[config.mk]
export PLATFORM = sky130hd
export DESIGN_NAME = nivel_sensor_cond
export DESIGN_NICKNAME = d
export VERILOG_FILES = /design/src/rtl/nivel_pkg.sv /design/src/rtl/deb_canal.sv /design/src/rtl/nivel_sensor_cond.sv
export SDC_FILE = /design/constraint.sdc
export NUM_CORES = 1
export LEC_CHECK = 0
export ABC_CLOCK_PERIOD_IN_PS = 2200
export BUFFER_PORTS_ARGS = -buffer_cell sky130_fd_sc_hd__buf_2
export CORE_ASPECT_RATIO = 1.25
export CORE_MARGIN = 4
export CORE_UTILIZATION = 51
export DETAILED_ROUTE_END_ITERATION = 8
export GPL_TIMING_DRIVEN = 0
export PLACE_DENSITY = 0.64
export RECOVER_POWER = 100
export SLEW_MARGIN = 25
export SYNTH_ARGS = -nofsm -noshare
export SYNTH_HDL_FRONTEND = slang
export SYNTH_SLANG_ARGS = --single-unit
export TNS_END_PERCENT = 20
[constraint.sdc]
create_clock -name Clk -period 2.2 [get_ports Clk]
set_input_delay 0.11 -clock Clk [delete_from_list [all_inputs] [get_ports Clk]]
set_output_delay 0.11 -clock Clk [all_outputs]
set_load 0.02 [all_outputs]
[src/rtl/nivel_pkg.sv]
`default_nettype none
// ============================================================================
//  Module      : nivel_pkg
//  Description : Shared encodings for the level-sensor conditioning block:
//                fault-FSM state codes, fault-cause codes and a helper that
//                packs the two plausibility flags into a cause code.
//  Revision    : 1.0 - initial release
// ============================================================================
package nivel_pkg;

  // Fault FSM state encodings (2 bits)
  localparam logic [1:0] S_OK      = 2'd0;
  localparam logic [1:0] S_SUSPECT = 2'd1;
  localparam logic [1:0] S_FAULT   = 2'd2;
  localparam logic [1:0] S_RECOVER = 2'd3;

  // Fault cause codes reported on Err_code
  localparam logic [1:0] ERR_NONE = 2'b00;
  localparam logic [1:0] ERR_LVL  = 2'b01;
  localparam logic [1:0] ERR_SW   = 2'b10;
  localparam logic [1:0] ERR_BOTH = 2'b11;

  function automatic logic [1:0] err_cause(input logic lvl_bad, input logic sw_bad);
    logic [1:0] code;
    case ({sw_bad, lvl_bad})
      2'b01:   code = ERR_LVL;
      2'b10:   code = ERR_SW;
      2'b11:   code = ERR_BOTH;
      default: code = ERR_NONE;
    endcase
    return code;
  endfunction

endpackage
`default_nettype wire

[src/rtl/deb_canal.sv]
`default_nettype none
// ============================================================================
//  Module      : deb_canal
//  Description : One conditioning channel: 2-flop synchronizer followed by a
//                consecutive-difference debouncer. The debounced value flips
//                on the DEB_CYCLES-th consecutive edge where the synced value
//                differs from it.
//  Ports       : Clk, Rst (async, active-high)
//                Raw_i  - raw asynchronous input
//                Deb_o  - debounced, synchronous output
//  Revision    : 1.0 - initial release
// ============================================================================
module deb_canal #(
  parameter int DEB_CYCLES = 16,
  parameter int CW         = 8
) (
  input  logic Clk,
  input  logic Rst,
  input  logic Raw_i,
  output logic Deb_o
);
  import nivel_pkg::*;

  localparam logic [CW-1:0] c_DEB_LAST = CW'(DEB_CYCLES - 1);
  localparam logic [CW-1:0] c_ONE      = CW'(1);

  logic          sync1_q;
  logic          sync2_q;
  logic          deb_q;
  logic          deb_d;
  logic [CW-1:0] cnt_q;
  logic [CW-1:0] cnt_d;

  always_comb begin
    deb_d = deb_q;
    cnt_d = cnt_q;
    if (sync2_q == deb_q) begin
      cnt_d = '0;
    end else if (cnt_q == c_DEB_LAST) begin
      // This edge is the DEB_CYCLES-th differing one
      deb_d = ~deb_q;
      cnt_d = '0;
    end else begin
      cnt_d = cnt_q + c_ONE;
    end
  end

  always_ff @(posedge Clk or posedge Rst) begin
    if (Rst) begin
      sync1_q <= 1'b0;
      sync2_q <= 1'b0;
      deb_q   <= 1'b0;
      cnt_q   <= '0;
    end else begin
      sync1_q <= Raw_i;
      sync2_q <= sync1_q;
      deb_q   <= deb_d;
      cnt_q   <= cnt_d;
    end
  end

  assign Deb_o = deb_q;

endmodule
`default_nettype wire

[src/rtl/nivel_sensor_cond.sv]
`default_nettype none
// ============================================================================
//  Module      : nivel_sensor_cond
//  Description : Conditions tank-level sensors (L/M/H) and mode switches
//                (Bs/Vs): synchronize + debounce each, check plausibility,
//                and drive a persistence-filtered fault flag E with cause code.
//                Build option ERR_STICKY_EN: adds Err_ack; a fault is only
//                left by acknowledging it while the inputs are plausible.
//  Ports       : Clk, Rst (async, active-high)
//                Ls_raw/Ms_raw/Hs_raw - raw level sensors
//                Bs_raw/Vs_raw        - raw sprinkler/drip switches
//                Err_ack              - fault acknowledge (ERR_STICKY_EN only)
//                L/M/H                - debounced levels
//                Bs/Vs                - debounced switches, forced 0 while E
//                E, Err_code          - fault flag and cause
//  Revision    : 1.0 - initial release
// ============================================================================
module nivel_sensor_cond #(
  parameter int DEB_CYCLES = 16,
  parameter int ERR_CYCLES = 8,
  parameter int CLR_CYCLES = 32,
  parameter int CW         = 8
) (
  input  logic       Clk,
  input  logic       Rst,
  input  logic       Ls_raw,
  input  logic       Ms_raw,
  input  logic       Hs_raw,
  input  logic       Bs_raw,
  input  logic       Vs_raw,
`ifdef ERR_STICKY_EN
  input  logic       Err_ack,
`endif
  output logic       L,
  output logic       M,
  output logic       H,
  output logic       Bs,
  output logic       Vs,
  output logic       E,
  output logic [1:0] Err_code
);
  import nivel_pkg::*;

  localparam logic [CW-1:0] c_ERR_LAST = CW'(ERR_CYCLES - 1);
`ifndef ERR_STICKY_EN
  localparam logic [CW-1:0] c_CLR_LAST = CW'(CLR_CYCLES - 1);
`endif
  localparam logic [CW-1:0] c_ONE      = CW'(1);

  // Channel order: {L, M, H, Bs, Vs}
  logic [4:0] w_raw;
  logic [4:0] w_deb;

  assign w_raw = {Ls_raw, Ms_raw, Hs_raw, Bs_raw, Vs_raw};

  for (genvar gi = 0; gi < 5; gi++) begin : g_deb
    deb_canal #(
      .DEB_CYCLES (DEB_CYCLES),
      .CW         (CW)
    ) u_deb (
      .Clk   (Clk),
      .Rst   (Rst),
      .Raw_i (w_raw[gi]),
      .Deb_o (w_deb[gi])
    );
  end

  logic w_l_d, w_m_d, w_h_d, w_bs_d, w_vs_d;
  assign {w_l_d, w_m_d, w_h_d, w_bs_d, w_vs_d} = w_deb;

  logic       w_lvl_bad;
  logic       w_sw_bad;
  logic       w_bad;
  logic [1:0] w_cause;

  // Level sensors are stacked: a higher one wet implies the lower one wet
  assign w_lvl_bad = (w_m_d & ~w_l_d) | (w_h_d & ~w_m_d);
  assign w_sw_bad  = w_bs_d & w_vs_d;
  assign w_bad     = w_lvl_bad | w_sw_bad;
  assign w_cause   = err_cause(w_lvl_bad, w_sw_bad);

  logic [1:0]    state_q, state_d;
  logic [CW-1:0] cnt_q, cnt_d;
  logic [1:0]    err_q, err_d;
  logic          e_q, e_d;

  // State register
  always_ff @(posedge Clk or posedge Rst) begin
    if (Rst) begin
      state_q <= S_OK;
      cnt_q   <= '0;
      err_q   <= ERR_NONE;
      e_q     <= 1'b0;
    end else begin
      state_q <= state_d;
      cnt_q   <= cnt_d;
      err_q   <= err_d;
      e_q     <= e_d;
    end
  end

  // Next-state logic
  always_comb begin
    state_d = state_q;
    cnt_d   = cnt_q;
    err_d   = err_q;
    case (state_q)
      S_OK: begin
        if (w_bad) begin
          state_d = S_SUSPECT;
          cnt_d   = c_ONE;
        end
      end
      S_SUSPECT: begin
        if (!w_bad) begin
          state_d = S_OK;
          cnt_d   = '0;
        end else if (cnt_q == c_ERR_LAST) begin
          state_d = S_FAULT;
          cnt_d   = '0;
          err_d   = w_cause;
        end else begin
          cnt_d = cnt_q + c_ONE;
        end
      end
      S_FAULT: begin
`ifdef ERR_STICKY_EN
        if (Err_ack && !w_bad) begin
          state_d = S_OK;
          err_d   = ERR_NONE;
        end else begin
          err_d = err_q | w_cause;
        end
`else
        if (!w_bad) begin
          state_d = S_RECOVER;
          cnt_d   = c_ONE;
        end else begin
          err_d = err_q | w_cause;
        end
`endif
      end
`ifndef ERR_STICKY_EN
      S_RECOVER: begin
        if (w_bad) begin
          state_d = S_FAULT;
          cnt_d   = '0;
        end else if (cnt_q == c_CLR_LAST) begin
          state_d = S_OK;
          cnt_d   = '0;
          err_d   = ERR_NONE;
        end else begin
          cnt_d = cnt_q + c_ONE;
        end
      end
`endif
      default: begin
        state_d = S_OK;
        cnt_d   = '0;
        err_d   = ERR_NONE;
      end
    endcase
  end

  // Output logic: E is decoded from the next state so it registers together
  // with the state transition.
  always_comb begin
    e_d = (state_d == S_FAULT) || (state_d == S_RECOVER);
  end

  assign L        = w_l_d;
  assign M        = w_m_d;
  assign H        = w_h_d;
  assign Bs       = w_bs_d & ~e_q;
  assign Vs       = w_vs_d & ~e_q;
  assign E        = e_q;
  assign Err_code = err_q;

endmodule
`default_nettype wire

==> results of run 1 <==
==> final timing paths <==
check / start / end / slack (ns)
min: g_deb[3].u_deb.sync1_q / g_deb[3].u_deb.sync2_q / 0.35
max reg2reg: g_deb[4].u_deb.Deb_o / cnt_q[3] / 0.30
max in group asynchronous: Rst / g_deb[1].u_deb.cnt_q[3] / 0.67
min in group asynchronous: Rst / cnt_q[2] / 0.38
min reg2reg: g_deb[3].u_deb.sync1_q / g_deb[3].u_deb.sync2_q / 0.35
max: g_deb[4].u_deb.Deb_o / cnt_q[3] / 0.30
==> state kept, by name, summed over array words and instances, names as in the netlist <==
register and count:
cnt_q 8, g_deb.u_deb.cnt_q 40, state_q 2, g_deb.u_deb.Deb_o 5
g_deb.u_deb.sync2_q 5, g_deb.u_deb.sync1_q 5, E 1, Err_code 2
==> worst reg2reg max path: stages (launching register included) <==
cell and delay, ns:
dfrtp_1 0.45, nand2b_1 0.21, and3_2 0.20, buf_6 0.11
mux2i_1 0.49, a41oi_1 0.18, a31oi_1 0.17
==> layer usage <==
layer	share of wire, %	up-vias	track usage [%]	wire length, microns
met2	48	21	25.2	2460
met5	0	-	0	0
met1	47	996	19.4	2390
li1	-	1042	-	-
met3	2.8	10	3.88	141
met4	2.1	0	8.46	107
==> area by class of cell <==
| class | instances | area share, % |
|---|---|---|
| repair buffers | 21 | 3.61 |
| inverters | 2 | 0.247 |
| flip-flops and latches | 68 | 48.1 |
| clock buffers | 10 | 3.89 |
| clock inverters | 6 | 2.47 |
| plain buffers | 4 | 0.672 |
| well taps | 82 | 2.90 |
| multi-input cells | 213 | 38.1 |
==> cells by family after synthesis <==
family / Yosys count
flops: 68
compound gates: 27
simple gates: 131
xor+xnor: 42
fa+ha+maj: 6
mux: 7
buf+inv: 6
==> synthesized netlist by cell type, types with 3 or more instances <==
cell / instances / area share (%)
nor4_1: 5 / 1.0
mux2_2: 5 / 1.8
o21ai_0: 3 / 0.48
nand2_1: 24 / 2.9
a21oi_1: 7 / 1.1
a31oi_1: 3 / 0.61
nand2b_1: 3 / 0.61
xnor2_1: 21 / 5.9
or2_2: 3 / 0.61
and3_1: 11 / 2.2
o2bb2ai_1: 3 / 0.85
and2_1: 6 / 1.2
nand3_1: 17 / 2.7
ha_1: 6 / 2.4
dfrtp_1: 68 / 55
o21ai_1: 4 / 0.65
nor2_1: 44 / 5.3
nor2b_1: 4 / 0.81
xor2_1: 21 / 5.9
==> metrics by stage <==
| step | total power [W] | instance area [sq um] | instances | setup TNS (ns) | hold WS [ns] |
|---|---|---|---|---|---|
| floorplan | 0.00139 | 3100 | 287 | 0 | 0.141 |
| global placement | 0.00142 | 3270 | 383 | -29.54 | 0.218 |
| detailed placement | 0.00143 | 3300 | 384 | 0 | 0.0605 |
| CTS | 0.00258 | 3590 | 406 | 0 | 0.242 |
| global route | 0.00264 | 3540 | 406 | 0 | 0.360 |
| finish | 0.00253 | 3540 | 406 | 0 | 0.351 |
==> power by group through the flow <==
| stage | Combinational, W | Sequential, W | Clock [W] |
|---|---|---|---|
| 6_report | 0.0000926 | 0.00131 | 0.00113 |
| 5_1_grt | 0.000111 | 0.00131 | 0.00121 |
| 2_1_floorplan | 0.0000639 | 0.00133 | 0 |
| 4_1_cts | 0.000103 | 0.00131 | 0.00117 |
| 3_5_place_dp | 0.0000936 | 0.00133 | 0 |
| 3_3_place_gp | 0.0000844 | 0.00133 | 0 |
==> flow_results.org, run 1 <==
** Clocking
- Worst-path clk slew :: 0.08 ns
- Root cell of the clock tree :: clkbuf_8
- In this run the post-CTS setup repair buffer count came out at 0.
- Clock latency at the later pin of the worst-skew pair :: 0.33 ns
- H-tree depth reported by CTS :: 3
- In this run the deepest clock path goes through 2 buffers.
- TritonCTS built the clock tree.
- Number of buffers added by the clock tree synthesis step :: 9
- Number of clock sinks seen by CTS :: 68
- Cts-stage hold buffer count :: 6
- Post-cts sizing count :: 0

** Worst setup path
- STA classifies the critical path startpoint as a flip-flop.
- Data required time at the worst endpoint :: 2.45 ns
- Number of stages on the worst setup path :: 6
- Kind of critical path :: reg2reg
- Along the worst path, the maximum fanout reaches 7.
- Max stage delay on crit path :: 0.49 ns
- Chain of cells forming the critical path :: nand2b_1 > and3_2 > buf_6 > mux2i_1 > a41oi_1 > a31oi_1
- Data on the critical path arrives at its endpoint at 2.15 ns.
- Top cell family by delay on the critical path :: multiplexers
- Slowest stage cell on the critical path :: mux2i_1
- Together, buffers and inverters on the worst path number 1.
- STA classifies the critical path endpoint as a flip-flop.
- R2R cell count :: 6

** Pwr
- Reg power frac :: 51.8%
- Leakage :: 1.63 nW
- Per report_power, the clock group accounts for 44.6% of the total.
- Net switching is 21.5% of the power.
- Part of the power in combinational logic :: 3.7%
- Summed over all nets, the switching power comes to 0.000543 W.
- Dividing total power by cell area gives a power density of 715 nW/um^2.
- VDD sags by at most 0.420 mV.
- Power Internal :: 0.00199 W

** Min path
- Worst hold path cell count :: 0
- Class of the tightest hold or removal check :: reg2reg

** Detailed routing
- The count of nets left with antenna violations once routing finished came out at 0.
- After detailed routing, the number of vias per cell comes to 5.10.
- For this run, the detailed router's first-pass iteration total came to 4.
- Overall via count from detail_route :: 2069
- Initial DRC count :: 65
- Drt wl/cell :: 12.6 microns
- For this run, design rule violations remaining after detail routing come to 0.
- The final layout contains routed wiring with a total length of 5100 microns.

** GRT
- Initial antenna violation count :: 0
- The first global-routing pass estimated 9120 microns of wire.
- For this run, the total global-route usage over all layers was measured as 15.7%.
- Entering global routing, the biggest net connects 55 pins.
- The total overflow left after global routing is 0.
- The number of global-route vias before repair was 2059.

** Synth
- Largest family of logic cells by synthesized area :: simple AND/OR/NAND/NOR gates
- The synthesized netlist devotes 21.1% of its cell area to simple gates.
- Fraction of synthesized cell area in xor and xnor cells :: 11.9%
- The mapped netlist covers 3100 sq um.
- Among all flip-flop cells after synthesis, the most frequent one is dfrtp_1.
- Multiplexer share of the synthesized area :: 2.87%
- Summing the areas of all compound-gate instances in the mapped netlist gives 5.85% of the synthesized area.
- Post-synthesis net count :: 300
- Summing the areas of all fa, ha and maj instances in the mapped netlist gives 2.42% of the synthesized area.
- Synthesized netlist cell count :: 287
- After synthesis, the mean cell area works out to 10.8 sq um.
- In this run, synthesis inferred 0 flip-flops with an integrated enable.
- Count of synthesis-stage warnings from yosys :: 0
- Synthesis inferred 68 register bits.
- Summing the sequential cell areas from Yosys gives 54.9% of the chip area.
- Number of distinct standard cells referenced by the synthesized netlist :: 43
- After synthesis, the share of flip-flops with an asynchronous set or reset is 100%.

** Place
- Before CTS, the worst setup slack after placement is 0.462 ns.
- Weighted congestion reported at the end of routability-driven placement :: 0.832
- Total half-perimeter wirelength after legalization and detailed placement :: 3580 microns
- Number of port buffers :: 14

** STA
- The worst path in the final design needs a cycle of 1.90 ns, including I/O delays and setup.
- Transition time at the pin with the least slew margin :: 0.717 ns
- Maximum clock skew at final layout :: 0.00943 ns
- Maximum achievable frequency :: 527 MHz
- Number of pins with negative max-slew slack in the final report :: 0
- Setup violations remaining at the end of the flow were counted as 0.
- Setup repair after global routing missed its margin :: false
- The final critical path takes up 86.3% of the cycle.
- The worst pin sits at a relative slew slack of 52.2%.
- Endpoints failing hold :: 0
- Setup slack after layout :: 0.302 ns

** Final layout
- The library cells used most frequently in the layout, excluding fill and tap cells, are 68 x dfrtp_1, 44 x nor2_1, 24 x nand2_1.
- Share of final-layout standard cells stronger than drive strength 1 :: 12.0%
- The number of antenna diodes in the final layout is 0.
- Final Util :: 60.4%
- Final-stage net count :: 332
- Summing all flip-flop and latch instances after layout gives 1700 sq um.
- From synthesis to final layout, the design area changed by 14.2%.
- Most frequent standard cell in the layout excluding fill and tap cells :: dfrtp_1
- In the final layout, the multi-input gates occupy 1350 sq um.
- After filler insertion, the fill cell instance count of the layout stands at 486.

** Die
- The die covers 7400 sq um.
- The total area inside the core boundary comes to 5860 sq um.
- In this run the vertical extent of the chip is 95.2 microns.
- During I/O placement, the number of pins put on the boundary was 15.
- For this configuration, the core starts out at a cell density of 52.9%.
- The initialized floorplan defines 31 standard-cell rows.
- Die width :: 77.7 microns

** Outcome
- The run finished with clean final reports.

** Flow run
- Max-cap violation count :: 0
(Power assumes the default switching activity.)
==> run 2, diff against run 1 <==
- ABC_AREA: default -> 1
==> run 2 against run 1 <==
Against the previous run:
- sequential power hardly changed
- power decreased by 4.4%
- clock skew shrank 0.0013 ns
- combinational power grew 9%
==> flow_results.org, run 2 <==
** Outcome
- Outcome :: finished, final reports clean

** Synth
- Most used standard cells in the synthesized netlist :: 68 x dfrtp_1, 67 x nand2_1, 63 x nor2_1, 36 x inv_1, 35 x nand3_1
- Number of distinct standard cells referenced by the synthesized netlist :: 26 (-40%)
- Cell type with the largest total area after synthesis :: dfrtp_1
- The post-synthesis instance area came to 3170 sq um (+2.4%).
- The top cell type's share of synthesized area is 53.6% (-1.3 points).
- Average cell area after synthesis :: 8.60 sq um (-20%)
- The most used flip-flop cell after synthesis is dfrtp_1.
- Count of synthesis-stage warnings from yosys :: 0 (unchanged)
- In the post-synthesis netlist, the cell with the most instances is dfrtp_1.
- Number of enable flip-flop cells after synthesis :: 0 (unchanged)
- The post-synth net total was 382 (+27%).
- In the post-synthesis netlist, the biggest area contributors are dfrtp_1 54%, nand2_1 7.9%, nor2_1 7.4%.
- Synthesized netlist cell count :: 369 (+29%)
- The share of synthesized area occupied by flip-flops and latches was 53.6% (-1.3 points).
- Flip-flop and latch count after synthesis :: 68 (unchanged)
- The share of flip-flops with an asynchronous set or reset was 100% (unchanged).

** GRT
- Number of global-route vias before repair :: 2210 (+7.3%)
- The total track usage came to 16.4% (+0.73 points).
- Aggregate global routing overflow :: 0 (unchanged)
- Initial antenna violation count :: 0 (unchanged)
- The maximum number of pins on one net before global-route repair came to 55 (unchanged).
- Global-route wire length before repair :: 9530 microns (+4.5%)

** Pwr
- The maximum ir drop on the vdd rail is 0.454 mV (+8.3%).
- The leakage power total was 1.72 nW (+5.2%).
- The ratio of total power to cell area was 681 nW/um^2 (-4.8%).
- Final total power :: 0.00242 W (-4.4%)

** Worst setup path
- The maximum fanout count along the critical path came to 4 (-3).
- The register-to-register setup slack is 0.61 ns (+0.31 ns).
- Endpoint of the lowest-slack register-to-register path :: g_deb[2].u_deb.Deb_o
- Kind of critical path :: reg2reg
- The worst path arrival time is 1.81 ns (-0.34 ns).
- STA classifies the critical path endpoint as a flip-flop.
- Startpoint kind of the worst setup timing path :: flip-flop
- R2R cell count :: 6 (unchanged)
- Start of the worst register-to-register path :: g_deb[2].u_deb.cnt_q[0]
- Data required time at the worst endpoint :: 2.42 ns (-0.03 ns)

** Detailed routing
- The violation count after the first detailed-routing iteration is 97 (+49%).
- Drt wl/cell :: 11.2 microns (-11%)
- The residual antenna-violating net count after detailed routing came to 0 (unchanged).
- The total wire length was 5460 microns (+7.1%).
- Pre-Repair DR Iteration Count :: 6 (+2)
- The via count of the routed design came to 2424 (+17%).
- Vias per cell :: 4.97 (-2.5%)
- The DRC violation count after routing came to 0 (unchanged).

** STA
- Min Tclk post-route :: 1.59 ns (-0.310 ns)
- Maximum achievable frequency :: 630 MHz (+20%)
- The max-slew violation count came to 0 (unchanged).
- The worst-case setup margin in the final layout was 0.612 ns (+0.310 ns).
- The headroom to the max-slew limit came to 53.6% (+1.4 points).
- Maximum clock skew at final layout :: 0.00817 ns (-0.00126 ns)
- Number of endpoints failing setup at the final stage :: 0 (unchanged)
- Setup repair after global routing missed its margin :: false
- Endpoints failing hold :: 0 (unchanged)
- Share of the cycle needed by the critical path after routing :: 72.2% (-14 points)
- Transition time at the pin with the least slew margin :: 0.696 ns (-0.0209 ns)

** Clocking
- H-tree depth reported by CTS :: 3 (unchanged)
- Number of clock sinks seen by CTS :: 68 (unchanged)
- The count of instances resized after the clock tree is built is 0 (unchanged).
- The latest clock arrival within the worst-skew pair was 0.34 ns (about the same).
- The number of buffers added by the clock tree synthesis step was 9 (unchanged).
- The clock edge transition at the registers on the reported setup and hold paths came to 0.07 ns (about the same).
- CTS tree :: built
- Buffer depth of the longest clock path :: 2 (unchanged)
- The root buffer cell chosen for the clock tree is clkbuf_8.

** Min path
- The worst hold path begins at g_deb[4].u_deb.sync1_q.
- For hold timing, the worst endpoint is g_deb[4].u_deb.sync2_q.
- The number of cells on the worst hold path was 0 (unchanged).
- Class of the tightest hold or removal check :: reg2reg

** Flow run
- The count of max-cap constraint violations is 0 (unchanged).

** Final layout
- Counting flops per register, the top entry is g_deb.u_deb.cnt_q.
- Biggest regs :: g_deb.u_deb.cnt_q x40, cnt_q x8
- The filler-free cell count of the finished design is 488 (+20%).
- The utilization after layout came to 59.9% (-0.56 points).
- The post-layout net count was 414 (+25%).
- Largest register FFs :: 40 (unchanged)
- Synth-to-layout area growth :: 11.9%
- The count of fill cells added during filler insertion came to 544 (+12%).
- The proportion of layout cells with a drive suffix above 1 is 9.36% (-2.7 points).
- The area of all placed cells without fillers came to 3550 sq um (+0.39%).
- Leaving out fill and tap cells, the most frequent cells in the layout are 70 x nand2_1, 70 x nor2_1, 68 x dfrtp_1.
- Count of inserted antenna diode cells :: 0 (unchanged)

** Place
- The half-perimeter wire length of the detailed placement result came to 3910 microns (+9.1%).
- Cell Count Post-Placement :: 466 (+21%)
- Cell area after placement :: 3380 sq um (+2.3%)
- The final RePlAce weighted congestion came to 0.823 (-1.1%).
- Number of port buffers :: 14 (unchanged)
- Worst slack at placement :: 0.649 ns (+0.186 ns)

** Die
- Initial core utilization :: 53.5% (+0.57 points)
- Die width :: 78.6 microns (+1.1%)
- Number of rows in the core area :: 31 (unchanged)
- The I/O pin count is 15 (unchanged).
- The area of the die is 7560 sq um (+2.2%).
- The floorplan core area was 5930 sq um (+1.3%).
- The height of the die was 96.2 microns (+1.1%).
run 2: changes by cell type after synthesis, sizes merged, moves of 17 or more:
cell   delta
xor2     -17
nor2     +27
inv      +35
nand2    +52
nand3    +17
o21ai    +17
run 2: worst max path at each step:
stage	slack (ns)	from	depth (start not counted)	to
6_report	0.61	g_deb[2].u_deb.cnt_q[0]	6	g_deb[2].u_deb.Deb_o
5_1_grt	0.38	Rst	4	g_deb[4].u_deb.cnt_q[6]
4_1_cts	0.64	g_deb[2].u_deb.cnt_q[0]	6	g_deb[2].u_deb.Deb_o
3_5_place_dp	0.65	g_deb[2].u_deb.cnt_q[0]	6	g_deb[2].u_deb.Deb_o
3_3_place_gp	-0.50	Rst	2	g_deb[4].u_deb.cnt_q[5]
2_1_floorplan	0.38	Rst	1	E
run 2: stage by stage:
step | hold slack, ns | setup TNS [ns]
after floorplan | 0.141 | 0
after global placement | 0.217 | -34.09
after detailed placement | 0.0600 | 0
after CTS | 0.236 | 0
after global routing | 0.355 | 0
final | 0.350 | 0
run 2: repair_timing:
action / 4_1_cts / 5_1_grt
buffers inserted: 0 / 0
hold buffers: 6 / 0
hold endpoints to repair: 43 / 0
run 2: power by group:
part	internal, W	switching, W	leakage (nW)
registers	0.00128	0.0000204	0.914
logic	0.0000390	0.0000624	0.702
clock network	0.000554	0.000461	0.100
total	0.00188	0.000544	1.72
run 2: logic make-up (layout without fill, tap and decap cells):
family	count (synthesis)	in the layout	share of synthesized area, %
buffers and inverters	40	77	4.97
multiplexers	1	1	0.355
flip-flops	68	68	53.6
AND/OR/NAND/NOR	201	201	28.5
XOR/XNOR	9	9	2.48
adder cells (fa/ha/maj)	6	6	2.36
AO/OA/AOI/OAI	44	44	7.69
run 2: final cells by class:
type | instances | area, sq um | area share (%)
flip-flops and latches | 68 | 1700 | 47.9
multi-input cells | 261 | 1270 | 35.7
inverters | 38 | 149 | 4.19
clock buffers | 12 | 145 | 4.08
repair buffers | 21 | 128 | 3.59
well taps | 82 | 103 | 2.89
clock inverters | 4 | 48.8 | 1.37
plain buffers | 2 | 10.0 | 0.282
run 2: worst max-delay path, stage by stage (launching register included):
cell     delay [ns]
dfrtp_1        0.37
ha_1           0.18
nand2_1        0.07
nor2_1         0.20
nand2_1        0.08
nor2_1         0.21
mux2_2         0.36
run 2: metal layers:
metal | GRT usage (%) | up-vias | share of wire [%]
met2 | 26.6 | 27 | 48
met5 | 0 | - | 0
li1 | - | 1254 | -
met3 | 4.21 | 6 | 2.8
met1 | 20.3 | 1137 | 47
met4 | 8.31 | 0 | 1.6
==> run 3, diff against run 2 <==
- ABC_AREA: 1 -> 0
- ABC_CLOCK_PERIOD_IN_PS: 2200 -> 1700
- clock period: 2.2 -> 1.7 ns (I/O delays scaled with it)
==> run 3 against run 2 <==
Against the previous run:
- wire length is 1.9% lower
- via count decreased by 14%
- worst hold slack got worse by 0.0027 ns
- clock power up 45%
- cell count is 17% lower
- non-clock buffer count rose by 3
- critical path depth did not move
- count of clock-buffer cells in the layout fell by 2
- flip-flop and latch count is the same
==> flow_results.org, run 3 (synthesis results as in run 1) <==
** Clocking
- Clock latency at the later pin of the worst-skew pair :: 0.34 ns (about the same)
- The post-CTS repair timing setup buffer count was 0 (unchanged).
- Buffer depth of the longest clock path :: 2 (unchanged)
- The number of buffers added by the clock tree synthesis step came to 9 (unchanged).
- The level count of the clock H-tree came to 3 (unchanged).
- Number of clock sinks seen by CTS :: 68 (unchanged)
- CTS tree :: built
- The clock edge transition at the registers on the reported setup and hold paths was 0.08 ns (about the same).
- Clock tree synthesis selected as its root buffer the cell clkbuf_8.

** Die
- Die outline area :: 7400 sq um (-2.1%)
- The height of the die is 95.2 microns (-1.1%).
- The floorplan die width is 77.7 microns (-1.1%).
- The I/O pin count is 15 (unchanged).
- The number of placement rows was 31 (unchanged).
- Core Footprint :: 5860 sq um (-1.3%)
- The starting utilization of the core area is 52.9% (-0.57 points).

** GRT
- The number of antenna violations at the first check in global routing came to 0 (unchanged).
- Global-route wire length before repair :: 9360 microns (-1.7%)
- The number of global-route vias before repair came to 2083 (-5.7%).
- Aggregate global routing overflow :: 0 (unchanged)
- Overall global routing resource usage :: 16.4% (-0.017 points)
- Pin count of the biggest net entering global routing :: 30 (-45%)

** Place
- Number of port buffers :: 14 (unchanged)
- The number of placed instances with taps included came to 385 (-17%).
- The half-perimeter wire length of the detailed placement result is 3760 microns (-3.8%).
- The pre-CTS setup slack came to -0.00565 ns (-0.654 ns).
- The final RePlAce weighted congestion was 0.795 (-3.4%).

** Detailed routing
- Pre-Repair DR Iteration Count :: 4 (-2)
- The average vias per placed instance came to 5.14 (+3.5%).
- The violation count after the first detailed-routing iteration was 65 (-33%).
- The residual antenna-violating net count after detailed routing came to 0 (unchanged).
- The total wire length is 5350 microns (-1.9%).
- The routed wirelength normalized by instance count was 13.2 microns (+18%).
- The via count of the routed design was 2092 (-14%).
- Residual DRC :: 0 (unchanged)

** Outcome
- The flow ran to the end, and the final reports show no timing, DRC or antenna violations.

** Worst setup path
- The cell that appears most often on the critical path is a21oi_1.
- The largest stage delay on the critical path is 0.45 ns (+0.08 ns).
- CP Launch Point :: cnt_q[1]
- The setup path with the least slack is of type reg2reg.
- Slack of the worst reg-to-reg path :: 0.04 ns (-0.57 ns)
- Endpoint of the lowest-slack register-to-register path :: cnt_q[0]
- The critical path ends at cnt_q[0].
- Data required time at the worst endpoint :: 1.95 ns (-0.47 ns)
- Peak fanout along the critical path :: 6 (+2)
- Startpoint kind of the worst setup timing path :: flip-flop
- R2R cell count :: 6 (unchanged)
- The worst register-to-register path begins at cnt_q[1].
- Sort of element at the end of the critical path :: flip-flop
- Arrival time reported for the critical path endpoint :: 1.92 ns (+0.11 ns)
- The largest individual stage delay along the critical path comes from the cell dfrtp_1.
- Chain of cells forming the critical path :: ha_4 > nand4bb_1 > nand2b_1 > a21oi_1 > or3_1 > a21oi_1

** Final layout
- The flip-flop count of the largest register after layout was 40 (unchanged).
- Most frequent standard cell in the layout excluding fill and tap cells :: dfrtp_1
- The count of fill cells added during filler insertion was 484 (-11%).
- The largest registers in the layout are g_deb.u_deb.cnt_q x40, cnt_q x8.
- Reg with most FFs :: g_deb.u_deb.cnt_q
- Final-stage net count :: 333 (-20%)
- Synth-to-layout area growth :: 16.2%
- Count of inserted antenna diode cells :: 0 (unchanged)
- Share of final-layout standard cells stronger than drive strength 1 :: 14.8% (+5.4 points)
- The filler-free cell count of the finished design came to 407 (-17%).
- Most frequent cells in the layout :: 66 x dfrtp_1, 44 x nor2_1, 24 x nand2_1

** STA
- The final cycle utilization of the critical path came to 97.7% (+26 points).
- The final critical delay including setup and external delays came to 1.66 ns (+0.0738 ns).
- The maximum clock rate is 602 MHz (-4.4%).
- The headroom to the max-slew limit came to 54.4% (+0.74 points).
- The final worst clock skew was 0.00956 ns (+0.00139 ns).
- The transition at the pin with the smallest max-transition slack came to 0.681 ns (-0.0149 ns).
- Number of pins with negative max-slew slack in the final report :: 0 (unchanged)
- Setup repair after global routing missed its margin :: true
- The worst hold margin came to 0.347 ns (-0.00267 ns).
- Number of endpoints failing setup at the final stage :: 0 (unchanged)
- Setup slack after layout :: 0.0383 ns (-0.574 ns)
- Endpoints failing hold :: 0 (unchanged)

** Pwr
- The ratio of total power to cell area came to 917 nW/um^2 (+35%).
- The leakage power total was 1.66 nW (-3.5%).
- VDD IR max :: 0.691 mV (+52%)

** Flow run
- The count of max-cap constraint violations came to 0 (unchanged).

** Min path
- Class of the tightest hold or removal check :: in2async
## run 3: cell type report
cell class,instances,area [sq um],area share (%)
plain buffers,4,23.8,0.660
clock buffers,10,138,3.82
multi-input cells,213,1390,38.5
inverters,2,8.76,0.243
well taps,82,103,2.85
clock inverters,6,87.6,2.43
flip-flops and latches,68,1700,47.3
repair buffers,22,150,4.17
## run 3: worst min path at each step
stage                     slack (ns)  depth (start not counted)                      to
final                           0.35                          3             Err_code[0]
after global routing            0.35                          0  g_deb[1].u_deb.sync2_q
after CTS                       0.26                          3             Err_code[0]
after detailed placement        0.08                          2             Err_code[0]
after global placement          0.19                          1  g_deb[1].u_deb.sync1_q
after floorplan                 0.12                          0  g_deb[0].u_deb.sync1_q
## run 3: report_power, final
group | switching [W] | leakage (nW) | internal, W
clock | 0.000612 | 0.116 | 0.000866
combinational | 0.0000725 | 0.629 | 0.0000555
sequential | 0.0000366 | 0.911 | 0.00166
total | 0.000721 | 1.66 | 0.00258
## run 3: metrics by stage
step                instance area, sq um   TNS, ns  power, W  utilization, %
finish                              3600         0   0.00330            61.5
global route                        3600    -0.255   0.00345            61.5
CTS                                 3600         0   0.00335            61.5
detailed placement                  3320  -0.00565   0.00185            56.6
global placement                    3280   -0.0133   0.00184            55.9
floorplan                           3100         0   0.00180               -
## run 3: per-layer routing
| metal | wire length (microns) | vias to the layer above | track usage (%) |
|---|---|---|---|
| li1 | - | 1044 | - |
| met1 | 2360 | 1003 | 20.0 |
| met2 | 2660 | 30 | 26.1 |
| met3 | 177 | 15 | 3.69 |
| met4 | 156 | 0 | 10.5 |
| met5 | 0 | - | 0 |
## run 3: critical path: cells and delay by family, from the launching register on
family / cells / cell delay, ns
simple gates: 3 / 0.70
flops: 1 / 0.45
compound gates: 2 / 0.23
fa+ha+maj: 1 / 0.21
## run 3: what timing repair did
action | 4_1_cts | 5_1_grt
gates resized for setup | 1 | 4
hold buffers | 6 | 0
endpoints found under the hold margin | 18 | 0
endpoints found under the setup margin | 1 | 8
